===== src/rtl/id_ex_pipeline_bank_pkg.sv =====
// Shared definitions for the ID/EX pipeline register: control-word layout,
// the NOP control word, FSM states and per-edge action codes.
package id_ex_pkg;

  localparam int unsigned CTRL_W = 15;

  // Control-word bit offsets (LSB of each field), MSB first:
  // RegDst, RegWrite, ALUSrc, ALUOp[2], MemRead, MemWrite, MemtoReg,
  // ALUCtrl[4], select_bytes[3]
  localparam int unsigned CTRL_REGDST     = 14;
  localparam int unsigned CTRL_REGWRITE   = 13;
  localparam int unsigned CTRL_ALUSRC     = 12;
  localparam int unsigned CTRL_ALUOP      = 10;
  localparam int unsigned CTRL_MEMREAD    = 9;
  localparam int unsigned CTRL_MEMWRITE   = 8;
  localparam int unsigned CTRL_MEMTOREG   = 7;
  localparam int unsigned CTRL_ALUCTRL    = 3;
  localparam int unsigned CTRL_SELBYTES   = 0;

  localparam logic [3:0] ALUCTRL_ADD = 4'b0010;

  // Harmless ADD with every side-effect bit cleared
  localparam logic [CTRL_W-1:0] NOP_CTRL = 15'b000000000010000;

  typedef enum logic [1:0] {
    ST_RUN    = 2'd0,
    ST_DRAIN  = 2'd1,
    ST_HALTED = 2'd2
  } state_t;

  typedef enum logic [1:0] {
    ACT_HOLD  = 2'd0,
    ACT_LOAD  = 2'd1,
    ACT_NOP   = 2'd2,
    ACT_FLUSH = 2'd3
  } action_t;

endpackage


===== src/rtl/id_ex_pipeline_bank_if.sv =====
// Decode-to-execute bundle: decode-side inputs and registered EX-side outputs.
interface id_ex_pipeline_bank_if #(
  parameter int unsigned CANT_BITS_REGISTROS = 32,
  parameter int unsigned CANT_BITS_ADDR      = 11,
  parameter int unsigned CANT_BITS_REG_ADDR  = 5,
  parameter int unsigned CANT_BITS_CTRL      = 15,
  parameter int unsigned CANT_BITS_CONTADOR  = 16
);
  logic                           i_enable_pipeline;
  logic                           i_valid;
  logic                           i_bubble;
  logic                           i_flush;
  logic                           i_halt;
  logic [CANT_BITS_REGISTROS-1:0] i_data_A;
  logic [CANT_BITS_REGISTROS-1:0] i_data_B;
  logic [CANT_BITS_REGISTROS-1:0] i_imm;
  logic [CANT_BITS_REG_ADDR-1:0]  i_rs;
  logic [CANT_BITS_REG_ADDR-1:0]  i_rt;
  logic [CANT_BITS_REG_ADDR-1:0]  i_rd;
  logic [CANT_BITS_ADDR-1:0]      i_pc;
  logic [CANT_BITS_CTRL-1:0]      i_ctrl;

  logic [CANT_BITS_REGISTROS-1:0] o_data_A;
  logic [CANT_BITS_REGISTROS-1:0] o_data_B;
  logic [CANT_BITS_REGISTROS-1:0] o_imm;
  logic [CANT_BITS_REG_ADDR-1:0]  o_rs;
  logic [CANT_BITS_REG_ADDR-1:0]  o_rt;
  logic [CANT_BITS_REG_ADDR-1:0]  o_rd;
  logic [CANT_BITS_ADDR-1:0]      o_pc;
  logic [CANT_BITS_CTRL-1:0]      o_ctrl;
  logic                           o_valid;
  logic                           o_halt_detected;
  logic                           o_halted;
  logic [1:0]                     o_state;
  logic [CANT_BITS_CONTADOR-1:0]  o_bubble_count;
  logic [CANT_BITS_CONTADOR-1:0]  o_flush_count;

  modport master (
    output i_enable_pipeline, i_valid, i_bubble, i_flush, i_halt,
           i_data_A, i_data_B, i_imm, i_rs, i_rt, i_rd, i_pc, i_ctrl,
    input  o_data_A, o_data_B, o_imm, o_rs, o_rt, o_rd, o_pc, o_ctrl,
           o_valid, o_halt_detected, o_halted, o_state,
           o_bubble_count, o_flush_count
  );

  modport slave (
    input  i_enable_pipeline, i_valid, i_bubble, i_flush, i_halt,
           i_data_A, i_data_B, i_imm, i_rs, i_rt, i_rd, i_pc, i_ctrl,
    output o_data_A, o_data_B, o_imm, o_rs, o_rt, o_rd, o_pc, o_ctrl,
           o_valid, o_halt_detected, o_halted, o_state,
           o_bubble_count, o_flush_count
  );
endinterface


===== src/rtl/id_ex_pipeline_bank_sat_counter.sv =====
// Saturating event counter: sticks at all-ones instead of wrapping.
module sat_counter #(
  parameter int unsigned WIDTH = 16
) (
  input  logic             i_clock,
  input  logic             i_soft_reset,
  input  logic             i_inc,
  output logic [WIDTH-1:0] o_count
);

  // Count events on the falling edge, saturating at all-ones
  always_ff @(negedge i_clock) begin
    if (i_soft_reset) begin
      o_count <= '0;
    end else if (i_inc && (o_count != '1)) begin
      o_count <= o_count + WIDTH'(1);
    end
  end

endmodule


===== src/rtl/id_ex_pipeline_bank.sv =====
// ID/EX pipeline register with stall/bubble/flush handling, a HALT drain
// state machine and saturating bubble/flush statistics.
module id_ex_pipeline_bank
  import id_ex_pkg::*;
#(
  parameter int unsigned CANT_BITS_REGISTROS = 32,
  parameter int unsigned CANT_BITS_ADDR      = 11,
  parameter int unsigned CANT_BITS_REG_ADDR  = 5,
  parameter int unsigned CANT_BITS_CTRL      = 15,
  parameter logic [CANT_BITS_CTRL-1:0] NOP_CTRL = CANT_BITS_CTRL'(id_ex_pkg::NOP_CTRL),
  parameter int unsigned HALT_DRAIN_CYCLES   = 3,
  parameter int unsigned CANT_BITS_CONTADOR  = 16
) (
  input  logic                   i_clock,
  input  logic                   i_soft_reset,
  id_ex_pipeline_bank_if.slave   bus
);

  localparam int unsigned DRAIN_W =
    (HALT_DRAIN_CYCLES < 2) ? 1 : $clog2(HALT_DRAIN_CYCLES + 1);
  localparam logic [DRAIN_W-1:0] DRAIN_INIT = DRAIN_W'(HALT_DRAIN_CYCLES);

  state_t             state_q, state_n;
  logic [DRAIN_W-1:0] drain_q, drain_n;
  action_t            act;
  logic               bubble_inc;
  logic               flush_inc;

  // FSM and drain-counter register
  always_ff @(negedge i_clock) begin
    if (i_soft_reset) begin
      state_q <= ST_RUN;
      drain_q <= '0;
    end else begin
      state_q <= state_n;
      drain_q <= drain_n;
    end
  end

  // Next state and per-edge action; a stall or HALTED leaves act at HOLD
  always_comb begin
    state_n    = state_q;
    drain_n    = drain_q;
    act        = ACT_HOLD;
    bubble_inc = 1'b0;
    flush_inc  = 1'b0;
    if (bus.i_enable_pipeline) begin
      case (state_q)
        ST_RUN: begin
          if (bus.i_flush) begin
            act       = ACT_FLUSH;
            flush_inc = 1'b1;
          end else if (bus.i_bubble) begin
            act        = ACT_NOP;
            bubble_inc = 1'b1;
          end else begin
            act = ACT_LOAD;
            if (bus.i_valid && bus.i_halt) begin
              if (HALT_DRAIN_CYCLES == 0) begin
                state_n = ST_HALTED;
              end else begin
                state_n = ST_DRAIN;
                drain_n = DRAIN_INIT;
              end
            end
          end
        end
        ST_DRAIN: begin
          act     = ACT_NOP;
          drain_n = drain_q - DRAIN_W'(1);
          if (drain_q == DRAIN_W'(1)) begin
            state_n = ST_HALTED;
          end
        end
        default: ;
      endcase
    end
  end

  // Pipeline register fields
  always_ff @(negedge i_clock) begin
    if (i_soft_reset) begin
      bus.o_data_A        <= '0;
      bus.o_data_B        <= '0;
      bus.o_imm           <= '0;
      bus.o_rs            <= '0;
      bus.o_rt            <= '0;
      bus.o_rd            <= '0;
      bus.o_pc            <= '0;
      bus.o_ctrl          <= NOP_CTRL;
      bus.o_valid         <= 1'b0;
      bus.o_halt_detected <= 1'b0;
    end else begin
      case (act)
        ACT_LOAD: begin
          bus.o_data_A        <= bus.i_data_A;
          bus.o_data_B        <= bus.i_data_B;
          bus.o_imm           <= bus.i_imm;
          bus.o_rs            <= bus.i_rs;
          bus.o_rt            <= bus.i_rt;
          bus.o_rd            <= bus.i_rd;
          bus.o_pc            <= bus.i_pc;
          bus.o_ctrl          <= bus.i_ctrl;
          bus.o_valid         <= bus.i_valid;
          bus.o_halt_detected <= bus.i_valid & bus.i_halt;
        end
        ACT_NOP: begin
          bus.o_ctrl          <= NOP_CTRL;
          bus.o_valid         <= 1'b0;
          bus.o_halt_detected <= 1'b0;
        end
        ACT_FLUSH: begin
          bus.o_data_A        <= '0;
          bus.o_data_B        <= '0;
          bus.o_imm           <= '0;
          bus.o_rs            <= '0;
          bus.o_rt            <= '0;
          bus.o_rd            <= '0;
          bus.o_pc            <= '0;
          bus.o_ctrl          <= NOP_CTRL;
          bus.o_valid         <= 1'b0;
          bus.o_halt_detected <= 1'b0;
        end
        default: ;
      endcase
    end
  end

  // Status outputs come straight from the state register
  always_comb begin
    bus.o_state  = state_q;
    bus.o_halted = (state_q == ST_HALTED);
  end

  sat_counter #(.WIDTH(CANT_BITS_CONTADOR)) u_bubble_cnt (
    .i_clock      (i_clock),
    .i_soft_reset (i_soft_reset),
    .i_inc        (bubble_inc),
    .o_count      (bus.o_bubble_count)
  );

  sat_counter #(.WIDTH(CANT_BITS_CONTADOR)) u_flush_cnt (
    .i_clock      (i_clock),
    .i_soft_reset (i_soft_reset),
    .i_inc        (flush_inc),
    .o_count      (bus.o_flush_count)
  );

endmodule


===== src/flat_wrapper.sv =====
// flat-port wrapper written by rule: the top's interface ports become plain ports
module id_ex_pipeline_bank_flat import id_ex_pkg::*;
#(
  parameter int unsigned CANT_BITS_REGISTROS = 32,
  parameter int unsigned CANT_BITS_ADDR      = 11,
  parameter int unsigned CANT_BITS_REG_ADDR  = 5,
  parameter int unsigned CANT_BITS_CTRL      = 15,
  parameter logic [CANT_BITS_CTRL-1:0] NOP_CTRL = CANT_BITS_CTRL'(id_ex_pkg::NOP_CTRL),
  parameter int unsigned HALT_DRAIN_CYCLES   = 3,
  parameter int unsigned CANT_BITS_CONTADOR  = 16
)
  (i_clock, i_soft_reset, bus_i_enable_pipeline, bus_i_valid, bus_i_bubble, bus_i_flush, bus_i_halt, bus_i_data_A, bus_i_data_B, bus_i_imm, bus_i_rs, bus_i_rt, bus_i_rd, bus_i_pc, bus_i_ctrl, bus_o_data_A, bus_o_data_B, bus_o_imm, bus_o_rs, bus_o_rt, bus_o_rd, bus_o_pc, bus_o_ctrl, bus_o_valid, bus_o_halt_detected, bus_o_halted, bus_o_state, bus_o_bubble_count, bus_o_flush_count);
  id_ex_pipeline_bank_if #(.CANT_BITS_REGISTROS(CANT_BITS_REGISTROS), .CANT_BITS_ADDR(CANT_BITS_ADDR), .CANT_BITS_REG_ADDR(CANT_BITS_REG_ADDR), .CANT_BITS_CTRL(CANT_BITS_CTRL), .CANT_BITS_CONTADOR(CANT_BITS_CONTADOR)) bus_i ();
  input  logic i_clock;
  input  logic i_soft_reset;
  input wire logic [$bits(bus_i.i_enable_pipeline)-1:0] bus_i_enable_pipeline;
  input wire logic [$bits(bus_i.i_valid)-1:0] bus_i_valid;
  input wire logic [$bits(bus_i.i_bubble)-1:0] bus_i_bubble;
  input wire logic [$bits(bus_i.i_flush)-1:0] bus_i_flush;
  input wire logic [$bits(bus_i.i_halt)-1:0] bus_i_halt;
  input wire logic [$bits(bus_i.i_data_A)-1:0] bus_i_data_A;
  input wire logic [$bits(bus_i.i_data_B)-1:0] bus_i_data_B;
  input wire logic [$bits(bus_i.i_imm)-1:0] bus_i_imm;
  input wire logic [$bits(bus_i.i_rs)-1:0] bus_i_rs;
  input wire logic [$bits(bus_i.i_rt)-1:0] bus_i_rt;
  input wire logic [$bits(bus_i.i_rd)-1:0] bus_i_rd;
  input wire logic [$bits(bus_i.i_pc)-1:0] bus_i_pc;
  input wire logic [$bits(bus_i.i_ctrl)-1:0] bus_i_ctrl;
  output wire logic [$bits(bus_i.o_data_A)-1:0] bus_o_data_A;
  output wire logic [$bits(bus_i.o_data_B)-1:0] bus_o_data_B;
  output wire logic [$bits(bus_i.o_imm)-1:0] bus_o_imm;
  output wire logic [$bits(bus_i.o_rs)-1:0] bus_o_rs;
  output wire logic [$bits(bus_i.o_rt)-1:0] bus_o_rt;
  output wire logic [$bits(bus_i.o_rd)-1:0] bus_o_rd;
  output wire logic [$bits(bus_i.o_pc)-1:0] bus_o_pc;
  output wire logic [$bits(bus_i.o_ctrl)-1:0] bus_o_ctrl;
  output wire logic [$bits(bus_i.o_valid)-1:0] bus_o_valid;
  output wire logic [$bits(bus_i.o_halt_detected)-1:0] bus_o_halt_detected;
  output wire logic [$bits(bus_i.o_halted)-1:0] bus_o_halted;
  output wire logic [$bits(bus_i.o_state)-1:0] bus_o_state;
  output wire logic [$bits(bus_i.o_bubble_count)-1:0] bus_o_bubble_count;
  output wire logic [$bits(bus_i.o_flush_count)-1:0] bus_o_flush_count;
  assign bus_i.i_enable_pipeline = bus_i_enable_pipeline;
  assign bus_i.i_valid = bus_i_valid;
  assign bus_i.i_bubble = bus_i_bubble;
  assign bus_i.i_flush = bus_i_flush;
  assign bus_i.i_halt = bus_i_halt;
  assign bus_i.i_data_A = bus_i_data_A;
  assign bus_i.i_data_B = bus_i_data_B;
  assign bus_i.i_imm = bus_i_imm;
  assign bus_i.i_rs = bus_i_rs;
  assign bus_i.i_rt = bus_i_rt;
  assign bus_i.i_rd = bus_i_rd;
  assign bus_i.i_pc = bus_i_pc;
  assign bus_i.i_ctrl = bus_i_ctrl;
  assign bus_o_data_A = bus_i.o_data_A;
  assign bus_o_data_B = bus_i.o_data_B;
  assign bus_o_imm = bus_i.o_imm;
  assign bus_o_rs = bus_i.o_rs;
  assign bus_o_rt = bus_i.o_rt;
  assign bus_o_rd = bus_i.o_rd;
  assign bus_o_pc = bus_i.o_pc;
  assign bus_o_ctrl = bus_i.o_ctrl;
  assign bus_o_valid = bus_i.o_valid;
  assign bus_o_halt_detected = bus_i.o_halt_detected;
  assign bus_o_halted = bus_i.o_halted;
  assign bus_o_state = bus_i.o_state;
  assign bus_o_bubble_count = bus_i.o_bubble_count;
  assign bus_o_flush_count = bus_i.o_flush_count;
  id_ex_pipeline_bank #(.CANT_BITS_REGISTROS(CANT_BITS_REGISTROS), .CANT_BITS_ADDR(CANT_BITS_ADDR), .CANT_BITS_REG_ADDR(CANT_BITS_REG_ADDR), .CANT_BITS_CTRL(CANT_BITS_CTRL), .NOP_CTRL(NOP_CTRL), .HALT_DRAIN_CYCLES(HALT_DRAIN_CYCLES), .CANT_BITS_CONTADOR(CANT_BITS_CONTADOR)) u_core (.i_clock(i_clock), .i_soft_reset(i_soft_reset), .bus(bus_i));
endmodule

===== config.mk =====
export PLATFORM = sky130hd
export DESIGN_NAME = id_ex_pipeline_bank_flat
export DESIGN_NICKNAME = d
export VERILOG_FILES = /design/src/rtl/id_ex_pipeline_bank_pkg.sv /design/src/rtl/id_ex_pipeline_bank_if.sv /design/src/rtl/id_ex_pipeline_bank_sat_counter.sv /design/src/rtl/id_ex_pipeline_bank.sv /design/src/flat_wrapper.sv
export SDC_FILE = /design/constraint.sdc
export NUM_CORES = 1
export LEC_CHECK = 0
export BUFFER_PORTS_ARGS = -buffer_cell sky130_fd_sc_hd__buf_2
export CORE_AREA = 2 2 139 141
export DETAILED_ROUTE_END_ITERATION = 10
export DIE_AREA = 0 0 141 143
export GPL_TIMING_DRIVEN = 0
export HOLD_SLACK_MARGIN = 0.12
export PLACE_DENSITY_LB_ADDON = 0.1
export SYNTH_ARGS = -nofsm -noshare
export SYNTH_HDL_FRONTEND = slang
export SYNTH_SLANG_ARGS = --single-unit
export TNS_END_PERCENT = 20

===== constraint.sdc =====
create_clock -name i_clock -period 4.59 [get_ports i_clock]
set_input_delay 0.2295 -clock i_clock [delete_from_list [all_inputs] [get_ports i_clock]]
set_output_delay 0.2295 -clock i_clock [all_outputs]
set_load 0.01 [all_outputs]

**Yosys cells after proc, flatten, opt, wreduce, memory -nomap -nowiden**

Index checks and enable logic that the tools add are counted.

- Add/sub/neg operators: 3
- Multipliers: 0
- Div/mod/pow operators: 0
- Order comparisons: 0
- Eq/ne operators: 12
- Shifts and indexed selects: 0
- Mux-type cells: 30
- Bitwise operators: 1
- Reduce and logical (&&, ||, !) cells: 10

Operators with widths:

| kind | count |
|---|---|
| $pmux W32 S2 | 3 |
| $add A16 B1 Y16 const B | 2 |
| $ne A16 B16 Y1 const B | 2 |
| $pmux W15 S2 | 1 |
| $pmux W5 S2 | 3 |
| $pmux W11 S2 | 1 |
| $mux W2 | 10 |
| $pmux W2 S2 | 3 |
| $mux W1 | 7 |
| $eq A2 B1 Y1 const B | 3 |
| $eq A2 B2 Y1 const B | 3 |
| $reduce_and A6 Y1 | 1 |
| $reduce_bool A2 Y1 | 3 |
| $reduce_and A5 Y1 | 1 |
| $ne A2 B1 Y1 const B | 2 |
| $ne A2 B2 Y1 const B | 2 |
| $pmux W1 S2 | 2 |
| $logic_and A1 B1 Y1 | 3 |
| $logic_not A2 Y1 | 1 |
| $reduce_or A2 Y1 | 1 |
| $sub A2 B1 Y2 const B | 1 |
| $and A1 B1 Y1 | 1 |

- Register bits after elaboration: 175
- Bits in latches: 0
- Bits in writable memories: 0
- ROM bits: 0
- Input bits: 144
- Memories: 0

**Longest topological paths before layout**

Gate-level depths: netlist of the first run.

- Depth in word-level cells: 7
- Depth in mapped cells: 7
- Gate-level depth less buffers: 5

**Cells and area by module**

A second synthesis of the first run with hierarchy kept.

- Cells, all modules: 537
- Area, all modules: 6073.3 um^2

By module, submodules not included:

| module | times used | cells an instance | area each (um^2) | seq. area each (um^2) |
|---|---|---|---|---|
| id_ex_pipeline_bank | 1 | 347 | 4458.0 | 2862.7 |
| sat_counter at u_core.u_flush_cnt | 1 | 93 | 813.3 | 320.3 |
| sat_counter at u_core.u_bubble_cnt | 1 | 97 | 802.0 | 320.3 |

==> reports/qor.json, run 1 <==
{
  "die-height_um": 143,
  "yosys_register_bits": 175,
  "synth-main-ff-cell": "dfxtp_1",
  "whs_ns": 0.482,
  "p_clk_share_pct": 52.2,
  "chipWidth_um": 141,
  "cap_violations": 0,
  "syn-instance-count": 690,
  "synth_fp_nets": 837,
  "power.switching_fraction_pct": 33.2,
  "pin_count": 318,
  "final_core_utilization_pct": 51.4,
  "min-delay-path-class": "flip-flop to flip-flop",
  "grt_remaining_overflow": 0,
  "cp_data_required_time_ns": 2.67,
  "row_count": 50,
  "ys.warnings.count": 0,
  "n_antenna_cell": 0,
  "ctsHoldBuffers": 0,
  "nets": 1347,
  "rr_worst_depth": 7,
  "fill_cells": 1902,
  "place_inst": 1241,
  "worst-endpoint-arrival_ns": 2.35,
  "worst_setup_path_end_kind": "flip-flop",
  "dieArea_um2": 20200,
  "numCtsBuffers": 17,
  "crit_path_max_fanout": 10,
  "setup.worst_path.class": "input port to flip-flop",
  "start_util_pct": 34.6,
  "clk_root_buffer_cell": "clkbuf_16",
  "remaining_antenna_violation_count_after_routing": 0,
  "cellInternalPower_mw": 2.62,
  "pwr_density_cell_nw_per_um2": 410,
  "worst_setup_path_start_kind": "input port",
  "stdcell_area_um2": 9550,
  "synth_cell_type_count": 46,
  "layout-area-overhead-vs-synth_pct": 48.5,
  "globalRouteTotalUtil_pct": 22.0,
  "rsz0062_at_grt": "false",
  "total_cell_area_at_the_placement_stage_um2": 8310,
  "numClockSinks": 175,
  "worst_skew_pair.late_latency_ns": 0.47,
  "number_of_antenna_violations_at_the_first_check_in_global_routing": 2,
  "finClkSkew_ns": 0.0293,
  "crit_top_cell": "clkbuf_1",
  "critical-path-max-stage-delay_ns": 0.53,
  "synth_area_um2": 6430,
  "asyncSetResetFlopFracSynth_pct": 0,
  "count_of_tritonroute_iterations_in_the_first_routing_pass": 5,
  "buffer_ports.inserted": 317,
  "vdd_drop_max_mv": 0.243,
  "initialDrtViolationCount": 330,
  "route.vias.total": 7131,
  "tritoncts": "yes",
  "core_area_um2": 18600,
  "status": "completed",
  "finish.cell_count_without_fillers": 1447,
  "seq_area_um2": 3500,
  "ys_seq_area_share_pct": 54.5,
  "share_comb_of_total_power_pct": 7.2,
  "synth_edf_count": 0,
  "finalMaxSlewViolations": 0,
  "share_seq_of_total_power_pct": 40.5,
  "multi_input_area_um2": 2680,
  "drive_gt1_share_pct": 29.6,
  "power_switching_mw": 1.30,
  "slowest_stage": "clkbuf_1",
  "dp.final_hpwl_mm": 16.2,
  "gp_congestion": 0.838,
  "timing_hold_violations_final": 0,
  "grt_start_max_net_pins": 18,
  "setup_violations": 0,
  "drc": 0,
  "report.power.total_mw": 3.92,
  "worst_slew_pin_slew_ns": 0.881,
  "max_transition_margin_pct": 40.7,
  "final_routed_wirelength_across_all_metal_layers_mm": 22.5,
  "cts.reportedPaths.clkPinSlew_ns": 0.03,
  "clock_path_buffers": 2,
  "power_leakage_nw": 4.87,
  "cells_along_the_critical_path": "buf_2, or3b_4, nor3_1, clkbuf_1, clkbuf_1, a22oi_1, nor2_1",
  "routed_wire_length_per_instance_um": 15.6,
  "hold-path-cell-count": 2,
  "vias_per_cell": 4.93,
  "mean_cell_area_of_the_mapped_netlist_um2": 9.32,
  "vias_in_the_first_global_route": 7206,
  "clock_tree.htree_level_count": 4,
  "first_pass_grt_wire_length_mm": 35.3
}
-- final cells by class --
class | count | area share [%]
Sequential cell | 175 | 36.7
Multi-Input combinational cell | 451 | 28.1
Timing Repair Buffer | 317 | 16.6
Clock inverter | 190 | 8.58
Clock buffer | 17 | 4.45
Tap cell | 234 | 3.06
Buffer | 53 | 2.17
Inverter | 10 | 0.393
-- cell usage after synthesis (7+ instances only) --
cell type | instances | share of area [%]
nand3_1 | 12 | 0.93
or4_1 | 13 | 1.5
nor4_1 | 7 | 0.68
a21oi_1 | 22 | 1.7
or3_1 | 11 | 1.1
nand2_1 | 12 | 0.70
a22oi_1 | 137 | 16
nand4_1 | 9 | 0.88
nor2_1 | 151 | 8.8
o31ai_1 | 13 | 1.5
clkbuf_1 | 51 | 3.0
inv_1 | 11 | 0.64
o21ai_0 | 9 | 0.70
dfxtp_1 | 175 | 54
-- registers in the layout, summed over array words and instances (netlist names), 2 cells and up --
name                         cells
u_core.bus.o_data_B             32
u_core.bus.o_data_A             32
u_core.bus.o_imm                32
u_core.bus.o_state               2
u_core.bus.o_rt                  5
u_core.u_flush_cnt.o_count      16
u_core.bus.o_rs                  5
u_core.drain_q                   2
u_core.bus.o_ctrl               15
u_core.bus.o_pc                 11
u_core.u_bubble_cnt.o_count     16
u_core.bus.o_rd                  5
-- cell usage in the layout, fill, tap and decap left out, drive strengths merged, types with 4 or more instances in the layout --
cell type	n
a21oi	22
o31ai	13
or4	13
a22oi	137
nand4	9
o21ai	9
nand3	12
inv	193
dfxtp	175
nor2	151
nor2b	6
clkinv	6
nor3	4
buf	319
clkbuf	68
nand2	12
nor4	7
or3	11
-- final timing paths --
path	from	endpoint	slack, ns
max	bus_i_enable_pipeline	u_core.bus.o_rd[4]	0.32
min	u_core.bus.o_rd[3]	u_core.bus.o_rd[3]	0.48
max reg2reg	u_core.bus.o_state[0]	u_core.bus.o_rd[4]	2.07
min reg2reg	u_core.bus.o_rd[3]	u_core.bus.o_rd[3]	0.48
-- layer usage --
layer,vias up,track usage (%),share of wire (%)
met3,30,11.2,7.9
met5,-,0,0.058
met2,270,33.7,48
met1,3269,25.3,43
li1,3560,-,-
met4,2,10.9,1.5
-- stage by stage --
stage	worst slack (ns)	TNS (ns)
2_1_floorplan	0.459	0
3_3_place_gp	-0.193	-16.75
3_5_place_dp	-0.225	-17.84
4_1_cts	0.249	0
5_1_grt	0.0616	0
6_report	0.325	0
-- power groups by stage --
stage	Sequential (mW)	Clock (mW)	Combinational [mW]
after CTS	1.59	2.13	0.286
after global routing	1.59	2.33	0.314
after floorplan	1.62	0.232	0.121
after global placement	1.61	0.232	0.283
after detailed placement	1.61	0.232	0.285
final	1.59	2.05	0.283
-- worst max-delay path, delay by kind of cell --
kind / cells / cell delay [ns]
compound gates: 1 / 0.17
buf+inv: 3 / 1.13
simple gates: 3 / 0.82
-- repair_timing --
item | in CTS | in global routing
setup buffers | 0 | 0
endpoints found under the setup margin | 0 | 1
endpoints found under the hold margin | 0 | 0
resized for setup | 0 | 2
-- cells by family (layout without fill, tap and decap cells) --
family	after synthesis	after routing	synth area share (%)
buffers and inverters	64	587	3.85
multiplexers	5	5	0.836
flip-flops	175	175	54.5
AND/OR/NAND/NOR	245	245	18.1
AO/OA/AOI/OAI	198	198	22.2
adder cells (fa/ha/maj)	3	3	0.584
Note: power is estimated with default switching activity, not from simulation.
==> run 2, diff against run 1 <==
Settings changed: CORE_AREA 2 2 139 141 to 2 2 125 127, DIE_AREA 0 0 141 143 to 0 0 127 129.
==> run 2 against run 1 <==
Register-to-register slack better by 0.03 ns; non-clock buffer count unchanged; clock skew fell by 0.0084 ns; clock power grew 5%; count of clock-buffer cells in the layout unchanged; critical path type unchanged; critical endpoint is now u_core.bus.o_data_B[1]; largest cell class unchanged.
==> reports/qor.json, run 2 (synthesis gave the netlist of run 1 again) <==
{
  "status": {"value": "completed", "change": "unchanged"},
  "crit_path_max_fanout": {"value": 10, "change": "unchanged"},
  "cap_violations": {"value": 0, "change": "unchanged"},
  "placement.setup.worst_slack": {"value": -0.106, "unit": "ns", "change": "was -0.225 ns"},
  "share_comb_of_total_power": {"value": 7.0, "unit": "%", "change": "was 7.2%"},
  "rsz0062_at_grt": {"value": "false", "change": "unchanged"},
  "setup_violations": {"value": 0, "change": "unchanged"},
  "pin_count": {"value": 318, "change": "unchanged"},
  "final_routed_wirelength_across_all_metal_layers": {"value": 22.0, "unit": "mm", "change": "was 22.5 mm"},
  "chipWidth": {"value": 127, "unit": "um", "change": "was 141 um"},
  "share_seq_of_total_power": {"value": 39.5, "unit": "%", "change": "was 40.5%"},
  "cp_data_required_time": {"value": 2.69, "unit": "ns", "change": "was 2.67 ns"},
  "count_of_tritonroute_iterations_in_the_first_routing_pass": {"value": 5, "change": "unchanged"},
  "worst_setup_path_start_kind": {"value": "input port", "change": "unchanged"},
  "report.power.total": {"value": 4.02, "unit": "mW", "change": "was 3.92 mW"},
  "mostFrequentLayoutCell": {"value": "buf_2", "change": "unchanged"},
  "power_leakage": {"value": 4.87, "unit": "nW", "change": "about the same"},
  "whs": {"value": 0.484, "unit": "ns", "change": "was 0.482 ns"},
  "setup.worst_path.class": {"value": "input port to flip-flop", "change": "unchanged"},
  "number_of_buffers_inserted_by_post_cts_setup_repair": {"value": 0, "change": "unchanged"},
  "largestRegisters": {"value": "u_core.bus.o_data_A x32, u_core.bus.o_data_B x32, u_core.bus.o_imm x32", "change": "unchanged"},
  "start_util": {"value": 42.9, "unit": "%", "change": "was 34.6%"},
  "first_pass_grt_wire_length": {"value": 33.9, "unit": "mm", "change": "was 35.3 mm"},
  "worst_r2r_startpoint": {"value": "u_core.bus.o_state[0]", "change": "unchanged"},
  "cts.reportedPaths.clkPinSlew": {"value": 0.04, "unit": "ns", "change": "was 0.03 ns"},
  "remaining_antenna_violation_count_after_routing": {"value": 0, "change": "unchanged"},
  "ctsHoldBuffers": {"value": 0, "change": "unchanged"},
  "routed_wire_length_per_instance": {"value": 15.7, "unit": "um", "change": "was 15.6 um"},
  "globalRouteTotalUtil": {"value": 25.9, "unit": "%", "change": "was 22.0%"},
  "clock_tree.htree_level_count": {"value": 4, "change": "unchanged"},
  "vdd_drop_max": {"value": 0.254, "unit": "mV", "change": "was 0.243 mV"},
  "drive_gt1_share": {"value": 29.6, "unit": "%", "change": "unchanged"},
  "fill_cells": {"value": 1421, "change": "was 1902"},
  "highest-signal-layer": {"value": "met5", "change": "unchanged"},
  "numCtsBuffers": {"value": 17, "change": "unchanged"},
  "layout-area-overhead-vs-synth": {"value": 48.0, "unit": "%", "change": "was 48.5%"},
  "numClockSinks": {"value": 175, "change": "unchanged"},
  "grt_remaining_overflow": {"value": 0, "change": "unchanged"},
  "min-delay-path-class": {"value": "flip-flop to flip-flop", "change": "unchanged"},
  "cellInternalPower": {"value": 2.76, "unit": "mW", "change": "was 2.62 mW"},
  "gp_congestion": {"value": 0.816, "change": "was 0.838"},
  "post_cts_sizing_count": {"value": 0, "change": "unchanged"},
  "number_of_antenna_violations_at_the_first_check_in_global_routing": {"value": 4, "change": "was 2"},
  "tritoncts": {"value": "yes", "change": "unchanged"},
  "worst_slew_pin_slew": {"value": 0.800, "unit": "ns", "change": "was 0.881 ns"},
  "setup_slack": {"value": 0.341, "unit": "ns", "change": "was 0.325 ns"},
  "dp.final_hpwl": {"value": 15.2, "unit": "mm", "change": "was 16.2 mm"},
  "worst-endpoint-arrival": {"value": 2.34, "unit": "ns", "change": "was 2.35 ns"},
  "route.vias.total": {"value": 7254, "change": "was 7131"},
  "core_area": {"value": 15000, "unit": "um^2", "change": "was 18600 um^2"},
  "final_core_utilization": {"value": 63.6, "unit": "%", "change": "was 51.4%"},
  "p_clk_share": {"value": 53.5, "unit": "%", "change": "was 52.2%"},
  "mostFrequentLayoutCells": {"value": "buf_2, inv_1, dfxtp_1", "change": "unchanged"},
  "buffer_ports.inserted": {"value": 317, "change": "unchanged"},
  "power_switching": {"value": 1.26, "unit": "mW", "change": "was 1.30 mW"},
  "worst_setup_path_startpoint": {"value": "bus_i_enable_pipeline", "change": "unchanged"},
  "vias_per_cell": {"value": 5.17, "change": "was 4.93"},
  "row_count": {"value": 45, "change": "was 50"},
  "die-height": {"value": 129, "unit": "um", "change": "was 143 um"},
  "clock_path_buffers": {"value": 2, "change": "unchanged"},
  "vias_in_the_first_global_route": {"value": 7175, "change": "was 7206"},
  "met3_wl_post_dr": {"value": 1.69, "unit": "mm", "change": "was 1.77 mm"},
  "drc": {"value": 0, "change": "unchanged"},
  "detailroute.wirelength.met2": {"value": 10.7, "unit": "mm", "change": "was 10.8 mm"},
  "clk_root_buffer_cell": {"value": "clkbuf_16", "change": "unchanged"},
  "initialDrtViolationCount": {"value": 432, "change": "was 330"},
  "wl_met1": {"value": 9.20, "unit": "mm", "change": "was 9.62 mm"},
  "worst_skew_pair.late_latency": {"value": 0.47, "unit": "ns", "change": "about the same"},
  "power.switching_fraction": {"value": 31.4, "unit": "%", "change": "was 33.2%"},
  "fin_tns_setup": {"value": 0, "unit": "ns", "change": "unchanged"},
  "grt_start_max_net_pins": {"value": 17, "change": "was 18"},
  "max_transition_margin": {"value": 46.2, "unit": "%", "change": "was 40.7%"},
  "min_from": {"value": "u_core.bus.o_rd[2]", "change": "was u_core.bus.o_rd[3]"},
  "nets": {"value": 1347, "change": "unchanged"},
  "timing_hold_violations_final": {"value": 0, "change": "unchanged"},
  "worst_setup_path_end_kind": {"value": "flip-flop", "change": "unchanged"},
  "finalMaxSlewViolations": {"value": 0, "change": "unchanged"},
  "finClkSkew": {"value": 0.0209, "unit": "ns", "change": "was 0.0293 ns"},
  "dieArea": {"value": 16400, "unit": "um^2", "change": "was 20200 um^2"},
  "pwr_density_cell": {"value": 422, "unit": "nW/um^2", "change": "was 410 nW/um^2"}
}
run 2: cell types whose count changed in the layout (fill, tap and decap cells not counted), moves of 2 or more:
cell        before  now
inv_8            5    3
bufinv_16        0    3
clkinv_8         4    0
inv_4            1    3
diode_2          0    2
clkinvlp_2       1    3
run 2: worst paths after layout:
| check | endpoint | slack [ns] | cells past startpoint |
|---|---|---|---|
| hold reg to reg | u_core.bus.o_rd[2] | 0.48 | 2 |
| setup / recovery | u_core.bus.o_data_B[1] | 0.34 | 7 |
| hold / removal | u_core.bus.o_rd[2] | 0.48 | 2 |
| setup reg to reg | u_core.bus.o_data_B[1] | 2.10 | 7 |
run 2: stage by stage:
step / std cells / cell area [um^2]
floorplan: 690 / 6430
global placement: 1195 / 8250
detailed placement: 1195 / 8250
CTS: 1401 / 9520
global route: 1402 / 9520
finish: 1403 / 9520
run 2: metal layers:
metal	vias to the layer above	track usage, %
li1	3552	-
met1	3387	29.1
met2	274	40.7
met3	35	13.0
met4	6	13.2
met5	-	0
run 2: area by class of cell:
cell class	instances	area [um^2]	share of cell area, %
Multi-Input combinational cell	451	2680	28.2
Antenna cell	2	5.00	0.0526
Inverter	10	37.5	0.394
Tap cell	188	235	2.47
Timing Repair Buffer	317	1590	16.7
Sequential cell	175	3500	36.8
Clock inverter	190	841	8.83
Clock buffer	17	425	4.47
Buffer	53	206	2.17
run 2: critical path: stages:
cell and delay, ns:
buf_2 0.16, or3b_4 0.43, nor3_1 0.23, clkbuf_1 0.52
clkbuf_1 0.47, a22oi_1 0.17, nor2_1 0.12
run 2: power groups by stage:
stage,logic (mW),clock network (mW),registers (mW)
after floorplan,0.121,0.232,1.62
after global placement,0.277,0.232,1.61
after detailed placement,0.280,0.232,1.61
after CTS,0.281,2.21,1.59
after global routing,0.308,2.41,1.59
final,0.280,2.15,1.59
==> run 3, diff against run 2 <==
Settings changed: ABC_AREA from default to 1, CORE_AREA 2 2 125 127 to 2 2 124 126, DIE_AREA 0 0 127 129 to 0 0 126 128.
==> run 3 against run 2 <==
Clock skew grew 0.0014 ns; sequential power is essentially flat; critical path type is now flip-flop to output pin; clock power decreased by 2%; worst setup slack improved by 0.60 ns; largest cell class unchanged; die area down 1.6%; cell area increased by 5.7%; count of clock-buffer cells in the layout unchanged; combinational power rose by 5%; synthesized cell count increased by 37%; first-iteration DRC count down 13%.
==> reports/qor.json, run 3 <==
{
  "dieArea": {"value": 16100, "unit": "um^2", "change": "was 16400 um^2"},
  "timing_hold_violations_final": {"value": 0, "change": "unchanged"},
  "grt_remaining_overflow": {"value": 0, "change": "unchanged"},
  "dp.final_hpwl": {"value": 16.3, "unit": "mm", "change": "was 15.2 mm"},
  "clock_tree.htree_level_count": {"value": 4, "change": "unchanged"},
  "buffer_ports.inserted": {"value": 316, "change": "was 317"},
  "synth_simple_gate_area_share": {"value": 27.5, "unit": "%", "change": "was 18.1%"},
  "cap_violations": {"value": 0, "change": "unchanged"},
  "core_area": {"value": 14900, "unit": "um^2", "change": "was 15000 um^2"},
  "met3_wl_post_dr": {"value": 1.80, "unit": "mm", "change": "was 1.69 mm"},
  "reg2reg_slack": {"value": 2.71, "unit": "ns", "change": "was 2.10 ns"},
  "finalMaxSlewViolations": {"value": 0, "change": "unchanged"},
  "count_of_tritonroute_iterations_in_the_first_routing_pass": {"value": 5, "change": "unchanged"},
  "most_frequent_cell_after_synthesis": {"value": "nand2_1", "change": "was dfxtp_1"},
  "worst_slew_pin_slew": {"value": 0.591, "unit": "ns", "change": "was 0.800 ns"},
  "worst_skew_pair.late_latency": {"value": 0.48, "unit": "ns", "change": "was 0.47 ns"},
  "mostFrequentLayoutCell": {"value": "nand2_1", "change": "was buf_2"},
  "finClkSkew": {"value": 0.0223, "unit": "ns", "change": "was 0.0209 ns"},
  "synth_compound_area_share": {"value": 13.7, "unit": "%", "change": "was 22.2%"},
  "synth.area.top_cells": {"value": "dfxtp_1, nand2_1, a21oi_1", "change": "was dfxtp_1, a22oi_1, nor2_1"},
  "fin_tns_setup": {"value": 0, "unit": "ns", "change": "unchanged"},
  "worst_setup_path_end_kind": {"value": "output pin", "change": "was flip-flop"},
  "worst_r2r_startpoint": {"value": "u_core.u_bubble_cnt.o_count[0]", "change": "was u_core.bus.o_state[0]"},
  "cts.reportedPaths.clkPinSlew": {"value": 0.03, "unit": "ns", "change": "was 0.04 ns"},
  "pwr_density_cell": {"value": 396, "unit": "nW/um^2", "change": "was 422 nW/um^2"},
  "routed_wire_length_per_instance": {"value": 13.6, "unit": "um", "change": "was 15.7 um"},
  "finish.cell_count_without_fillers": {"value": 1652, "change": "was 1403"},
  "initialDrtViolationCount": {"value": 376, "change": "was 432"},
  "synth-main-ff-cell": {"value": "dfxtp_1", "change": "unchanged"},
  "final_routed_wirelength_across_all_metal_layers": {"value": 22.5, "unit": "mm", "change": "was 22.0 mm"},
  "row_count": {"value": 45, "change": "unchanged"},
  "gp_congestion": {"value": 0.865, "change": "was 0.816"},
  "vias_in_the_first_global_route": {"value": 7608, "change": "was 7175"},
  "yosys_register_bits": {"value": 175, "change": "unchanged"},
  "tritoncts": {"value": "yes", "change": "unchanged"},
  "worst-endpoint-arrival": {"value": 3.42, "unit": "ns", "change": "was 2.34 ns"},
  "synth_common_cells": {"value": "nand2_1, dfxtp_1, a21oi_1", "change": "was dfxtp_1, nor2_1, a22oi_1"},
  "chipWidth": {"value": 126, "unit": "um", "change": "was 127 um"},
  "ys.warnings.count": {"value": 0, "change": "unchanged"},
  "worst_setup_path_start_kind": {"value": "flip-flop", "change": "was input port"},
  "largest_family_of_logic_cells_by_synthesized_area": {"value": "simple AND/OR/NAND/NOR gates", "change": "was compound AO/OA/AOI/OAI gates"},
  "nets": {"value": 1598, "change": "was 1347"},
  "first_pass_grt_wire_length": {"value": 35.1, "unit": "mm", "change": "was 33.9 mm"},
  "synth_xor_xnor_area_share": {"value": 1.63, "unit": "%", "change": "was 0%"},
  "power_leakage": {"value": 5.15, "unit": "nW", "change": "was 4.87 nW"},
  "clock_path_buffers": {"value": 2, "change": "unchanged"},
  "drive_gt1_share": {"value": 27.3, "unit": "%", "change": "was 29.6%"},
  "syn-instance-count": {"value": 942, "change": "was 690"},
  "synth_cell_type_count": {"value": 28, "change": "was 46"},
  "rsz0062_at_grt": {"value": "false", "change": "unchanged"},
  "remaining_antenna_violation_count_after_routing": {"value": 0, "change": "unchanged"},
  "vdd_drop_max": {"value": 0.250, "unit": "mV", "change": "was 0.254 mV"},
  "ys_seq_area_share": {"value": 50.1, "unit": "%", "change": "was 54.5%"},
  "setup_slack": {"value": 0.945, "unit": "ns", "change": "was 0.341 ns"},
  "worst_setup_path_startpoint": {"value": "u_core.bus.o_state[1]", "change": "was bus_i_enable_pipeline"},
  "die-height": {"value": 128, "unit": "um", "change": "was 129 um"},
  "mean_cell_area_of_the_mapped_netlist": {"value": 7.42, "unit": "um^2", "change": "was 9.32 um^2"},
  "whs_endpoint": {"value": "u_core.bus.o_pc[4]", "change": "was u_core.bus.o_rd[2]"},
  "setup.worst_path.class": {"value": "flip-flop to output pin", "change": "was input port to flip-flop"},
  "crit_path_max_fanout": {"value": 4, "change": "was 10"},
  "globalRouteTotalUtil": {"value": 27.1, "unit": "%", "change": "was 25.9%"},
  "start_util": {"value": 47.1, "unit": "%", "change": "was 42.9%"},
  "post_synth_adder_cell_area": {"value": 0.537, "unit": "%", "change": "was 0.584%"},
  "synth_area": {"value": 6990, "unit": "um^2", "change": "was 6430 um^2"},
  "synth_fp_nets": {"value": 1089, "change": "was 837"},
  "number_of_antenna_violations_at_the_first_check_in_global_routing": {"value": 0, "change": "was 4"},
  "report.power.total": {"value": 3.98, "unit": "mW", "change": "was 4.02 mW"},
  "mostFrequentLayoutCells": {"value": "nand2_1, buf_2, inv_1", "change": "was buf_2, inv_1, dfxtp_1"},
  "placement.setup.worst_slack": {"value": 0.466, "unit": "ns", "change": "was -0.106 ns"},
  "timing.rr.end": {"value": "u_core.u_bubble_cnt.o_count[0]", "change": "was u_core.bus.o_data_B[1]"},
  "pin_count": {"value": 318, "change": "unchanged"},
  "min_from": {"value": "u_core.bus.o_pc[4]", "change": "was u_core.bus.o_rd[2]"},
  "largestRegisters": {"value": "u_core.bus.o_data_A x32, u_core.bus.o_data_B x32, u_core.bus.o_imm x32", "change": "unchanged"},
  "numClockSinks": {"value": 175, "change": "unchanged"},
  "synthDominantAreaCellType": {"value": "dfxtp_1", "change": "unchanged"},
  "place_inst": {"value": 1446, "change": "was 1195"},
  "vias_per_cell": {"value": 4.81, "change": "was 5.17"},
  "wl_met1": {"value": 9.34, "unit": "mm", "change": "was 9.20 mm"},
  "grt_start_max_net_pins": {"value": 17, "change": "unchanged"},
  "whs": {"value": 0.456, "unit": "ns", "change": "was 0.484 ns"},
  "fraction_of_synthesized_area_in_multiplexers": {"value": 0, "unit": "%", "change": "was 0.836%"},
  "route.vias.total": {"value": 7953, "change": "was 7254"},
  "setup_violations": {"value": 0, "change": "unchanged"},
  "yosys.area.top_type_share": {"value": 50.1, "unit": "%", "change": "was 54.5%"},
  "hold-path-cell-count": {"value": 2, "change": "unchanged"},
  "ctsHoldBuffers": {"value": 0, "change": "unchanged"},
  "number_of_buffers_inserted_by_post_cts_setup_repair": {"value": 0, "change": "unchanged"},
  "n_antenna_cell": {"value": 0, "change": "was 2"},
  "cp_data_required_time": {"value": 4.36, "unit": "ns", "change": "was 2.69 ns"},
  "fill_cells": {"value": 1397, "change": "was 1421"},
  "numCtsBuffers": {"value": 17, "change": "unchanged"},
  "asyncSetResetFlopFracSynth": {"value": 0, "unit": "%", "change": "unchanged"},
  "clk_root_buffer_cell": {"value": "clkbuf_16", "change": "unchanged"},
  "post_cts_sizing_count": {"value": 0, "change": "unchanged"},
  "synth_edf_count": {"value": 0, "change": "unchanged"},
  "highest-signal-layer": {"value": "met4", "change": "was met5"},
  "detailroute.wirelength.met2": {"value": 11.0, "unit": "mm", "change": "was 10.7 mm"},
  "rr_worst_depth": {"value": 9, "change": "was 7"},
  "min-delay-path-class": {"value": "flip-flop to flip-flop", "change": "unchanged"},
  "layout-area-overhead-vs-synth": {"value": 44.0, "unit": "%", "change": "was 48.0%"},
  "status": {"value": "completed", "change": "unchanged"},
  "max_transition_margin": {"value": 60.6, "unit": "%", "change": "was 46.2%"},
  "drc": {"value": 0, "change": "unchanged"}
}
## run 3: changes by cell type after synthesis, sizes merged, moves of 21 or more
cell and delta:
a21oi +148, a22oi -137, buf +27, clkbuf -28, inv +21, nand2 +393
nor2 -103
## run 3: routing by layer
| layer | up-vias | global-route usage, % |
|---|---|---|
| li1 | 4034 | - |
| met5 | - | 0 |
| met3 | 29 | 12.4 |
| met1 | 3578 | 30.3 |
| met4 | 0 | 13.3 |
| met2 | 312 | 44.0 |
## run 3: final cells by class
cell class	count	area (um^2)	share of cell area, %
Buffer	52	329	3.27
Clock buffer	17	425	4.23
Clock inverter	190	836	8.30
Inverter	33	125	1.24
Multi-Input combinational cell	681	3030	30.1
Sequential cell	175	3500	34.8
Tap cell	188	235	2.34
Timing Repair Buffer	316	1580	15.7
## run 3: cells by family (layout without fill, tap and decap cells)
group	Yosys count	after routing
DFF	175	175
AOI/OAI and AO/OA	184	184
buffers and inverters	86	608
xor gates and xnor gates	13	13
adders and majority gates	3	3
and+or+nand+nor	481	481
## run 3: worst max-delay path by stage
stage / to / cells after the start
floorplan: u_core.bus.o_pc[0] / 4
global placement: u_core.bus.o_rt[1] / 4
detailed placement: u_core.u_flush_cnt.o_count[14] / 4
CTS: bus_o_halted / 3
global route: bus_o_halted / 3
finish: bus_o_halted / 3
## run 3: stage by stage
step | utilization, % | cell area, um^2
CTS | 67.7 | 10100
floorplan | - | 6990
detailed placement | 59.3 | 8810
global route | 67.7 | 10100
finish | 67.7 | 10100
global placement | 59.3 | 8810
## run 3: worst max-delay path: stages, from the launching register on
cell and delay [ns]:
dfxtp_1 0.38, inv_2 0.07, nor2_1 0.08, buf_2 0.14
## run 3: report_power, final
part	internal (mW)	switching, mW
clock	1.03	1.07
combinational	0.119	0.175
sequential	1.57	0.0204
total	2.72	1.27
